**src/rtl/branch_target_buffer.sv**
```systemverilog
// branch_target_buffer
//   2-way set-associative branch target buffer for the fetch stage.
//   Lookup is combinational from the registered arrays. Updates come from
//   EX/MEM taken branches and jumps. A per-set LRU bit picks the victim way.
//
// Optional feature macro: BTB_STATS_EN
//   When defined, the lookup_count/hit_count ports and their saturating
//   16-bit counters are present. When undefined, they are absent and
//   lookup_valid is ignored.
//
// Ports
//   clk, reset      clock; synchronous active-high reset (clears valid/lru)
//   pc_in           fetch PC being looked up
//   lookup_valid    fetch issuing pc_in this cycle (stats only)
//   ex_mem_pc_in    PC of the resolved control-flow instruction
//   update_btb      resolved branch/jump present in EX/MEM
//   actual_taken    resolved direction
//   branch_target   resolved target address
//   flush_btb       invalidate all entries (fence.i)
//   btb_hit         pc_in matches a valid entry
//   btb_target      target of the hitting way, 0 on miss
//   lookup_count    saturating lookup counter (BTB_STATS_EN only)
//   hit_count       saturating hit counter (BTB_STATS_EN only)
module branch_target_buffer #(
  parameter int SETS  = 8,
  parameter int INDEX = 3,
  parameter int PCW   = 12,
  parameter int TAGW  = PCW - INDEX - 2
) (
  input  logic           clk,
  input  logic           reset,
  input  logic [PCW-1:0] pc_in,
  input  logic           lookup_valid,
  input  logic [PCW-1:0] ex_mem_pc_in,
  input  logic           update_btb,
  input  logic           actual_taken,
  input  logic [PCW-1:0] branch_target,
  input  logic           flush_btb,
  output logic           btb_hit,
  output logic [PCW-1:0] btb_target
`ifdef BTB_STATS_EN
  ,
  output logic [15:0]    lookup_count,
  output logic [15:0]    hit_count
`endif
);

  logic            valid   [SETS][2];
  logic [TAGW-1:0] tags    [SETS][2];
  logic [PCW-1:0]  targets [SETS][2];
  logic            lru     [SETS];

  // Lookup path
  logic [INDEX-1:0] rd_idx;
  logic [TAGW-1:0]  rd_tag;
  logic             rd_match0;
  logic             rd_match1;

  assign rd_idx = pc_in[INDEX+1:2];
  assign rd_tag = pc_in[PCW-1:INDEX+2];

  always_comb begin
    rd_match0  = valid[rd_idx][0] && (tags[rd_idx][0] == rd_tag);
    rd_match1  = valid[rd_idx][1] && (tags[rd_idx][1] == rd_tag);
    btb_hit    = rd_match0 || rd_match1;
    btb_target = '0;
    if (rd_match0)
      btb_target = targets[rd_idx][0];
    else if (rd_match1)
      btb_target = targets[rd_idx][1];
  end

  // Update path: way selection
  logic [INDEX-1:0] wr_idx;
  logic [TAGW-1:0]  wr_tag;
  logic             wr_match0;
  logic             wr_match1;
  logic             wr_way;

  assign wr_idx = ex_mem_pc_in[INDEX+1:2];
  assign wr_tag = ex_mem_pc_in[PCW-1:INDEX+2];

  // Refresh a matching way; otherwise fill an invalid way (way0 first),
  // otherwise evict the LRU victim.
  always_comb begin
    wr_match0 = valid[wr_idx][0] && (tags[wr_idx][0] == wr_tag);
    wr_match1 = valid[wr_idx][1] && (tags[wr_idx][1] == wr_tag);
    if (wr_match0)
      wr_way = 1'b0;
    else if (wr_match1)
      wr_way = 1'b1;
    else if (!valid[wr_idx][0])
      wr_way = 1'b0;
    else if (!valid[wr_idx][1])
      wr_way = 1'b1;
    else
      wr_way = lru[wr_idx];
  end

  // Tags and targets are deliberately not cleared by reset or flush.
  always_ff @(posedge clk) begin
    if (reset || flush_btb) begin
      for (int unsigned s = 0; s < SETS; s++) begin
        valid[s][0] <= 1'b0;
        valid[s][1] <= 1'b0;
        lru[s]      <= 1'b0;
      end
    end else if (update_btb && actual_taken) begin
      valid[wr_idx][wr_way]   <= 1'b1;
      tags[wr_idx][wr_way]    <= wr_tag;
      targets[wr_idx][wr_way] <= branch_target;
      // Pointing LRU at the other way makes repeated identical updates idempotent.
      lru[wr_idx]             <= ~wr_way;
    end
  end

`ifdef BTB_STATS_EN
  always_ff @(posedge clk) begin
    if (reset) begin
      lookup_count <= '0;
      hit_count    <= '0;
    end else if (lookup_valid) begin
      if (lookup_count != '1)
        lookup_count <= lookup_count + 16'd1;
      if (btb_hit && (hit_count != '1))
        hit_count <= hit_count + 16'd1;
    end
  end

  logic [3:0] unused_pc_bits;
  assign unused_pc_bits = {pc_in[1:0], ex_mem_pc_in[1:0]};
`else
  logic [4:0] unused_pc_bits;
  assign unused_pc_bits = {lookup_valid, pc_in[1:0], ex_mem_pc_in[1:0]};
`endif

endmodule
```
**config.mk**
```make
export PLATFORM = sky130hd
export DESIGN_NAME = branch_target_buffer
export DESIGN_NICKNAME = d
export VERILOG_FILES = /design/src/rtl/branch_target_buffer.sv
export SDC_FILE = /design/constraint.sdc
export NUM_CORES = 1
export LEC_CHECK = 0
export ABC_AREA = 1
export CAP_MARGIN = 0
export CORE_MARGIN = 5
export CORE_UTILIZATION = 65
export CTS_CLUSTER_SIZE = 8
export DETAILED_ROUTE_END_ITERATION = 10
export DONT_BUFFER_PORTS = 1
export PLACE_DENSITY_LB_ADDON = 0.3
export SYNTH_ARGS = -nofsm -noshare
export SYNTH_HDL_FRONTEND = slang
export SYNTH_SLANG_ARGS = --single-unit
```
**constraint.sdc**
```tcl
create_clock -name clk -period 6.95 [get_ports clk]
set_input_delay 0.695 -clock clk [delete_from_list [all_inputs] [get_ports clk]]
set_output_delay 0.695 -clock clk [all_outputs]
set_load 0.01 [all_outputs]
```
# Yosys cells after proc, flatten, opt, wreduce, memory -nomap -nowiden
# Memories as Yosys holds them, arrays and structs flattened.
# Index checks and enable logic that the tools add are counted.
# Widths: inputs -> output; s select.
[word_totals] regBits=0 mem_bits_rw=328 inputBits=42 elab_cells=48 mem_count=4
[mem_list] memory="targets" depth=8 word_bits=24 rd=1 rd_ports_with_merged_regs=0 wr=1 line_no="50" text="logic [PCW-1:0] targets [SETS][2];"
[mem_list] memory="tags" depth=8 word_bits=14 rd=2 rd_ports_with_merged_regs=0 wr=1 line_no="49" text="logic [TAGW-1:0] tags [SETS][2];"
[mem_list] memory="valid" depth=8 word_bits=2 rd=2 rd_ports_with_merged_regs=0 wr=8 line_no="48" text="logic valid [SETS][2];"
[mem_list] memory="lru" depth=8 word_bits=1 rd=1 rd_ports_with_merged_regs=0 wr=8 line_no="51" text="logic lru [SETS];"
[op_classes] magnitude_cmp=2 eq_ne=4 muxes=26 n_bitwise=2 n_reduce_logical=10
[op_table] op="$mux 12" count=3
[op_table] op="$eq 7x7->1" count=4
[op_table] op="$mux 24" count=1
[op_table] op="$mux 14" count=1
[op_table] op="$demux 12 s1" count=1
[op_table] op="$mux 1" count=12
[op_table] op="$demux 7 s1" count=1
[op_table] op="$mux 7" count=1
[op_table] op="$logic_and 1x1->1" count=6
[op_table] op="$mux 2" count=3
[op_table] op="$mux 3" count=2
[op_table] op="$ge 2x2->1 const B" count=1
[op_table] op="$logic_or 1x1->1" count=2
[op_table] op="$lt 2x1->1 const B" count=1
[op_table] op="$not 1->2" count=1
[op_table] op="$reduce_or 2->1" count=1
[op_table] op="$demux 1 s1" count=1
[op_table] op="$not 1->1" count=1
[op_table] op="$reduce_or 1->1" count=1

# Depth between registers and ports, before layout
# An unclocked memory read counts as a cell.
[depth] depth_word=13 mapped_depth=17 depth_no_buf=16

# Least setup slack after synthesis
# Ideal clock, no wire load.
[synth_timing] kind="in2out" startpoint="input port pc_in[2]" endpoint="output port btb_target[11]" arrival_ns=2.081 setup_slack_ns=4.174 stages=15 path_buffers=2 cell_sequence="buf_4 inv_2 buf_2 nand2_1 nand3_1 nand3_1 nand3_1 nand2_1 inv_1 nand2_1 nor2_2 nand2_1 nor2_1 nand2_1 nand2_1"
[synth_between] elab_chain_len=5 elab_cells_between_ends=9 classes_between="2 x eq/ne; 2 x mux; 2 x reduce/logical; 3 x memory"
[synth_lines] element="from (decl)" line_no="32" text="input logic [PCW-1:0] pc_in,"
[synth_lines] element="$mem_v2 8x14"
[synth_lines] element="$eq 7x7->1" line_no="64" text="rd_match1 = valid[rd_idx][1] && (tags[rd_idx][1] == rd_tag);"
[synth_lines] element="$logic_and 1x1->1" line_no="64"
[synth_lines] element="$mux 12" line_no="69" text="else if (rd_match1)"
[synth_lines] element="$mux 12 (*)" line_no="67" text="if (rd_match0)"
[synth_lines] element="to (decl)" line_no="40" text="output logic [PCW-1:0] btb_target"
# Every way passes the cells marked *; elsewhere a longest branch is shown, timed or not.

# Worst setup path after layout
[layout_timing] startpoint="input port pc_in[2]" endpoint="output port btb_target[3]"
# The elaborated chain is that of the path after synthesis.

==> key figures <==
Layout
  – Antenna cell count: 0
  – Final standard cell area without fillers: 16700 um2
  – Layout fillers: approximately 1.7k
  – Final #Nets: about 1.6k
  – Layout cells sized above 1: under 10%
  – Leading cell type in the layout, fill and taps excluded: nand2_1
  – Growth of design area from synthesis to finish: 8.37%
  – Leading cell types in the layout, fill and taps excluded: 425 x nand2_1, 312 x edfxtp_1, 155 x o21ai_0

STA
  – Share of the clock period used by the worst path after layout: 60.7%
  – Post-Route Hold Slack: about 0.23 ns
  – Final worst path period need: 4.22 ns
  – Slew of the pin with the lowest slew margin: approximately 1.2 ns
  – Worst path setup slack after routing: 2.73 ns
  – Finish-stage setup viols: 0
  – Peak clock frequency supported by timing: approximately 240 MHz
  – Final Max Tran Viols: 0
  – Total negative slack for setup checks: 0 ns
  – Unrepaired setup endpoints after global routing: no
  – Slew margin rel.: 17.2%
  – Hold Violations, Final: 0
  – Final Skew: ~0.014 ns

Setup path
  – Worst Reg-to-Reg Cells: 14
  – Reg-to-reg critical path startpoint: tags[4][1]
  – Critical register-to-register path endpoint: tags[4][1]
  – Worst path buffer plus inverter count: 1
  – CP delay by family, top: simple AND/OR/NAND/NOR gates
  – Critical-path maximum fanout: ~160
  – Setup slack on the worst flop-to-flop path: approximately 3.8 ns
  – Crit. path cell count: 11
  – Required arrival time at the worst endpoint: ~6.3 ns
  – Most frequent cell on the critical path: nand2_1
  – Category of the worst setup path launch point: input pin
  – Critical path endpoint category: output pin
  – Critical path class: in -> out
  – Crit path max-delay cell type: inv_4
  – Critical Path, Cell by Cell: inv_4 -> nand2_1 -> o211ai_1 -> nand3_1 -> nand3_1 -> nand2_1 -> nor2_1 -> nand2_1 -> nor2_2 -> nand3_1 -> nand2_1
  – Largest incremental delay on the critical path: 0.84 ns
  – Data arrival time of the critical path: ~3.5 ns

Pwr
  – Total power consumption of the routed design: ~0.0044 W
  – Pint: approximately 0.0034 W
  – Sw Ratio: 21.6%
  – Clock group share of total power: 45.5%
  – Net switching component of the power: roughly 0.00095 W
  – Areal power density over the cells: between 200 and 300 nW/um2
  – LEAKAGE: about 6.6 nW
  – Part of the power in registers: between 40 and 50%
  – Combinational power share: 5.0%
  – Worst IR Drop VDD: 273 uV

Synth
  – Number of nets produced by synthesis: around 1.6k
  – Register bit count reported by yosys: 328
  – Yosys cell types: 30
  – Syn Inst Count: 1570
  – Number of enable-type register cells in the synthesized netlist: approximately 310
  – Synthesized cell area: around 15000 um2
  – Warning count from the yosys run: 0
  – Flip-flop cell with the highest count after synthesis: edfxtp_1
  – Proportion of synthesized flip-flops having asynchronous set or reset: 0%
  – Part of the Yosys area used for sequential elements: 62.9%
  – Mean area per synthesized cell: 9.80 um2

CTS
  – Clock H-tree levels: 2
  – Max Root-Sink Buffers: 3
  – Root buffer cell: clkbuf_16
  – Post-CTS clock slew at the launch and capture registers of the worst setup and hold paths: roughly 0.050 ns
  – Inserted Clock Buffers: 46
  – Count of hold-fix buffers inserted at cts: 0
  – Later-pin clock latency in the skew report: roughly 0.56 ns
  – Post-CTS Setup Repair Bufs: 0
  – CTS tree: yes
  – Number of gates given a new drive strength after cts: 0
  – Sink count of the clock tree: ~330

Global route
  – Global-route wire length before repair: approximately 60 mm
  – Vias in the first global route: 11.0k
  – Global route overflow: 0
  – Initial antenna violation count: 1
  – Largest net degree at the start of global routing: ~160
  – Global-route usage over all layers: around 30%

Route
  – Final WL: approximately 40 mm
  – Residual DRC: 0
  – Post-detailed-route wirelength per cell: 21.3 um
  – Routed Antenna Nets: 0
  – Detailed-route via count: 11.5k
  – Mean number of vias per cell: ~6
  – Initial DRC Count: ~1.4k
  – Detailed Routing Iterations Pass 1: 8

Floorplanning
  – Placeable core region: between 20000 and 25000 um2
  – Number of core rows: 56
  – I/O pin total: 55
  – Starting density of the core: around 66%
  – Die span in x: 164 um
  – Total die area: 26900 um2
  – Y dimension of the die: roughly 160 um

Hold path
  – Hold path depth: 0
  – Hold_sp: branch_target[10]
  – Endpoint with the worst hold slack: targets[7][22]
  – Path type of the worst min-delay path: in -> reg

Place
  – IO Port Bufs: 0
  – Global placement routability congestion: approximately 0.95
  – Setup Slack @ Placement: around 3.0 ns
  – HPWL after detailed placement: 21.5 mm
  – Placed Instance Area: ~15000 um2

Run status
  – Result of the run: finished, final reports clean

Flow run
  – Maximum capacitance violations: 0
-- cells in the mapped netlist (2+ instances only) --
master,instances,share of area (%)
nor2_2,4,0.16
o221a_2,7,0.51
nand2_4,12,0.88
o21ai_1,11,0.36
nand3_1,144,4.7
nor2_1,153,3.7
inv_4,3,0.12
inv_2,4,0.098
clkbuf_1,33,0.80
nand3b_1,3,0.15
o211ai_1,28,1.4
dfxtp_1,16,2.1
buf_4,13,0.63
nand2_1,425,10
buf_2,30,0.98
o21ai_0,155,5.0
nor2_4,9,0.66
edfxtp_1,312,61
a31oi_1,8,0.33
nor3_1,2,0.065
buf_6,5,0.37
o221ai_1,19,1.1
nand4_1,4,0.16
a21oi_1,16,0.52
inv_1,149,3.6
-- worst reg2reg max path, stage by stage, from the launching register on --
cell and delay, ns:
edfxtp_1 0.38, inv_1 0.09, nand2_1 0.05, nand3_1 0.12, nand2_1 0.05, nor2_1 0.26, nor2_1 0.10, nor2_1 0.12
nand2_1 0.06, nor2_1 0.19, nand2_1 0.15, nand2_4 0.16, nand3_1 0.17, inv_1 0.56, buf_4 0.36
-- cells by family (layout without fill, tap and decap cells) --
| family | after synthesis | in the layout | share of synthesized area [%] |
|---|---|---|---|
| flops | 328 | 328 | 62.9 |
| buf+inv | 238 | 220 | 6.66 |
| simple gates | 760 | 760 | 21.2 |
| compound gates | 244 | 244 | 9.20 |
-- flip-flops by register name, indices dropped and copies added (netlist names) --
| register | flops |
|---|---|
| lru | 8 |
| tags | 112 |
| targets | 192 |
| valid | 16 |
-- per-stage QoR --
stage | utilization (%) | instances
3_5_place_dp | 65.9 | 1815
5_1_grt | 71.3 | 1871
2_1_floorplan | - | 1570
6_report | 71.3 | 1871
4_1_cts | 71.3 | 1871
3_3_place_gp | 65.9 | 1815
-- metal layers --
metal	GRT usage [%]	vias up	wire length [um]
li1	-	5258	-
met1	39.6	5446	15200
met2	48.5	675	19100
met3	6.05	112	4230
met4	11.7	0	1430
met5	0	-	0
-- power by group through the flow --
stage	registers, W	logic (W)	clock network, W
after floorplan	0.00221	0.000198	0
after global placement	0.00221	0.000206	0
after detailed placement	0.00221	0.000212	0
after CTS	0.00218	0.000215	0.00201
after global routing	0.00217	0.000241	0.00210
final	0.00217	0.000219	0.00200
-- worst max path at each step --
stage / slack (ns) / endpoint / from
CTS: 3.00 / btb_target[3] / pc_in[2]
detailed placement: 3.04 / targets[4][21] / ex_mem_pc_in[2]
global route: 2.73 / btb_target[7] / pc_in[2]
finish: 2.73 / btb_target[3] / pc_in[2]
global placement: 3.12 / targets[7][22] / ex_mem_pc_in[2]
floorplan: 4.17 / btb_target[11] / pc_in[2]
-- final cells by class --
class	count	area (um2)	share of cell area [%]
Clock buffer	54	1200	7.21
Clock inverter	2	60.1	0.360
Inverter	157	599	3.59
Multi-Input combinational cell	1004	4680	28.0
Sequential cell	328	9690	58.1
Tap cell	319	399	2.39
Timing Repair Buffer	7	52.6	0.315
No activity file was read; power rests on OpenSTA's default activity.
==> edit 1 (config.mk and constraints unchanged) <==
The option `BTB_STATS_EN` is turned on by a define.
--- a/src/rtl/branch_target_buffer.sv
+++ b/src/rtl/branch_target_buffer.sv
@@ -22,4 +22,6 @@
 //   lookup_count    saturating lookup counter (BTB_STATS_EN only)
 //   hit_count       saturating hit counter (BTB_STATS_EN only)
+`define BTB_STATS_EN
+
 module branch_target_buffer #(
   parameter int SETS  = 8,
Function (old outputs only; new: hit_count and lookup_count): no difference found for any inputs over 4 cycles, from zero or initial values and one cycle with reset high; that may be too few to reach the edited logic, so the function may still have changed.
==> edit 1 against the unedited design <==
Area after synthesis increased by 8.6%. Sequential cell count increased by 32. Setup slack got worse by 0.23 ns. Cell area increased by 8.5%. Final cell count increased by 14%. Clock power increased by 9%. Wire length increased by 7.9%. Power increased by 8.1%. Critical path type is now input pin to register. Largest power group unchanged.
==> edit 1: results <==
[setup_path]
worstReg2RegEnd = "tags[5][12]"
regToRegStartpoint = "tags[0][11]"
cp-startpoint = "ex_mem_pc_in[3]"

[global_route]
gr-usage-met2_pct = 47.2
grt_pass1_wl_um = 65300
grt_max_degree = 175
met1_usage_pct = 38.1
grt_pass1_vias = 12400

[cells_and_area]
nMultiInputCombCells = 1138
buffers = 4
sh_seq_area_pct = 57.1
multi_input_area_share_pct = 28.2
drive_above_1_share_pct = 3.79
nNetsFinal = 1819
buf_share_pct = 0.166
clkCellAreaFrac_pct = 7.69
largest_registers = "targets (192), tags (112)"

[yosys]
synthTopCellsByArea = "edfxtp_1, nand2_1, nand3_1, dfxtp_1, inv_1"
synthAdderAreaFrac_pct = 0.150
synth-compound-area-share_pct = 7.13
synth.avg_cell_area_um2 = 9.25
ys_ff_latch = 360
synth-xor-area-share_pct = 0.262
synthTopCellsByCount = "nand2_1, edfxtp_1, inv_1"
mappedNetlistNets = 1852

[timing]
clock_skew_ns = 0.0348
maxClockFrequency_mhz = 225

[outcome]
status = "finished clean"

[drt]
wl_met2_um = 20100
drt_wl_total_um = 43100
met1Wirelength_um = 16100
dr.pass1.iters = 6

[hold_path]
min_from = "reset"
min_to = "hit_count[0]"
min_path_cells = 1

[clocking]
cts_buffers = 50

[placed_design]
dpl_cell_area_um2 = 16700
hpwl_um = 23800

[power_and_ir_drop]
leakagePower_nw = 7.31
ir_worst_vdd_mv = 0.210
==> edit 1: changes by cell type in the layout (fill, tap and decap cells not counted), moves of 12 or more <==
| cell | before | now |
|---|---|---|
| a21oi_1 | 16 | 58 |
| a221oi_1 | 0 | 22 |
| clkbuf_1 | 7 | 19 |
| dfxtp_1 | 16 | 48 |
| inv_1 | 149 | 217 |
| nand2_1 | 425 | 589 |
| nand3_1 | 144 | 216 |
| nor2_1 | 153 | 76 |
| o211ai_1 | 28 | 3 |
| o21ai_0 | 155 | 80 |
| o221ai_1 | 19 | 2 |
| o22ai_1 | 0 | 23 |
==> edit 1: worst max-delay path, delay by kind of cell <==
| family | cells | cell delay, ns |
|---|---|---|
| buf+inv | 2 | 1.56 |
| simple gates | 8 | 1.94 |
| compound gates | 1 | 0.39 |
==> edit 1: report_power, final <==
| group | leakage (nW) | switching [mW] | internal [mW] |
|---|---|---|---|
| clock | 0.666 | 0.875 | 1.31 |
| sequential | 3.21 | 0.00418 | 2.36 |
| combinational | 3.43 | 0.139 | 0.0669 |
==> edit 2 (config.mk and constraints unchanged) <==
Without the edit above. Register the output `btb_target`; this adds one clock of latency there. The other outputs are not delayed to match.
--- a/src/rtl/branch_target_buffer.sv
+++ b/src/rtl/branch_target_buffer.sv
@@ -46,4 +46,6 @@
 );
 
+  logic [PCW-1:0] btb_target_d;
+
   logic            valid   [SETS][2];
   logic [TAGW-1:0] tags    [SETS][2];
@@ -64,9 +66,9 @@
     rd_match1  = valid[rd_idx][1] && (tags[rd_idx][1] == rd_tag);
     btb_hit    = rd_match0 || rd_match1;
-    btb_target = '0;
+    btb_target_d = '0;
     if (rd_match0)
-      btb_target = targets[rd_idx][0];
+      btb_target_d = targets[rd_idx][0];
     else if (rd_match1)
-      btb_target = targets[rd_idx][1];
+      btb_target_d = targets[rd_idx][1];
   end
 
@@ -135,3 +137,7 @@
 `endif
 
+  always_ff @(posedge clk) begin
+    btb_target <= btb_target_d;
+  end
+
 endmodule
Formal check against the unedited RTL: not equivalent (a bounded check fails within 4 cycles, from zero or initial values).
==> edit 2 against the unedited design <==
Non-clock buffer count up 7. Area after synthesis grew 1.6%. Power rose by 5.2%. Worst hold slack gained 0.016 ns. Die area rose by 1.5%. Synthesized cell count is 0.76% higher. Sequential cell count rose by 12. Cell area increased by 2.7%. Wire length up 1.8%. Setup slack better by 0.13 ns. Critical path type unchanged. Critical endpoint is now btb_hit.
==> edit 2: results <==
[hold_path]
min_to = "tags[0][0]"
min_path_cells = 0
min_from = "ex_mem_pc_in[5]"
hp-class = "input pin to register"

[clocking]
clockBufferDepth = 3
cts_buffers = 48
htree_levels = 2
clk_pin_slew_ns = 0.06
clock-root-buffer = "clkbuf_16"
post_cts_buffers = 0
insertion_delay_ns = 0.54

[yosys]
synthTopCellsByArea = "edfxtp_1, nand2_1, o21ai_0, nand3_1, nor2_1"
synthArstFlopShare_pct = 0
yosysSeqAreaShare_pct = 63.5
mappedNetlistNets = 1624
synth_cell_type_count = 30
ys.flop_type = "edfxtp_1"
synth.avg_cell_area_um2 = 9.88

[timing]
relSlewSlack_pct = 13.6
clock_skew_ns = 0.0202

[global_route]
grt_usage_pct = 29.6
grt_max_degree = 164
grt_pass1_wl_um = 60900
grt_pass1_vias = 11300
antenna_found_initial = 0

[power_and_ir_drop]
ir_worst_vdd_mv = 0.280
swShare_pct = 21.1
leakagePower_nw = 6.84

[setup_path]
regToRegStartpoint = "tags[0][2]"
r2r_slack_ns = 3.87
cp_max_fo = 163
worstReg2RegEnd = "targets[2][7]"
slowest_delay_ns = 0.58
crit_slowest_cell = "buf_4"
crit_family = "simple AND/OR/NAND/NOR gates"
ff2ff_path_depth = 10

[cells_and_area]
nNetsFinal = 1607
diodes = 0
drive_above_1_share_pct = 6.79
nFillCells = 1635
multiInputGateArea_um2 = 4680
largest_registers = "targets (192), tags (112), valid (16)"

[placed_design]
dpl_cell_area_um2 = 15700
hpwl_um = 21800
place_inst = 1834
io_buffers = 0
gp_congestion = 0.913
pre_cts_slack_ns = 3.02

[drt]
vias = 11800
dr.pass1.iters = 5
wl_per_cell_um = 21.1
drt_iter0_drc = 1534
vias_per_cell = 6.11

[outcome]
status = "finished clean"
## edit 2: how the worst max path moves through the flow
stage / start / to / slack [ns] / cells past startpoint
3_3_place_gp: pc_in[2] / btb_hit / 3.07 / 12
4_1_cts: pc_in[2] / btb_hit / 3.00 / 12
3_5_place_dp: pc_in[2] / btb_hit / 3.02 / 12
5_1_grt: pc_in[2] / btb_hit / 2.79 / 12
6_report: pc_in[2] / btb_hit / 2.86 / 12
2_1_floorplan: ex_mem_pc_in[3] / tags[0][10] / 4.22 / 16
## edit 2: metal layers
metal | up-vias | track usage, % | routed length, µm
li1 | 5348 | - | -
met2 | 725 | 48.1 | 18800
met4 | 0 | 13.6 | 1900
met1 | 5527 | 38.3 | 14900
met3 | 155 | 7.05 | 5050
met5 | - | 0 | 0
## edit 2: layout make-up
cell class | count | share of cell area, %
Multi-Input combinational cell | 1004 | 27.3
Inverter | 157 | 3.50
Sequential cell | 340 | 58.0
Timing Repair Buffer | 14 | 0.614
Clock buffer | 88 | 8.14
Clock inverter | 2 | 0.124
Tap cell | 319 | 2.33
## edit 2: kinds of logic (layout without fill, tap and decap cells)
kind of cell	after synthesis	in the layout	synth area share [%]
DFF	340	340	63.5
and+or+nand+nor	760	760	20.9
buffers and inverters	238	261	6.56
AOI/OAI and AO/OA	244	244	9.06
## edit 2: metrics by stage
| stage | total power, mW | hold WS, ns |
|---|---|---|
| 3_3_place_gp | 2.49 | 0.438 |
| 6_report | 4.62 | 0.249 |
| 3_5_place_dp | 2.50 | 0.440 |
| 2_1_floorplan | 2.48 | 0.426 |
| 5_1_grt | 4.75 | 0.236 |
| 4_1_cts | 4.63 | 0.240 |
## edit 2: power groups by stage
stage	Combinational (mW)	Sequential [mW]	Clock, mW
after floorplan	0.197	2.28	0
after global routing	0.241	2.24	2.27
after global placement	0.206	2.28	0
after CTS	0.215	2.24	2.17
after detailed placement	0.212	2.28	0
final	0.219	2.24	2.16
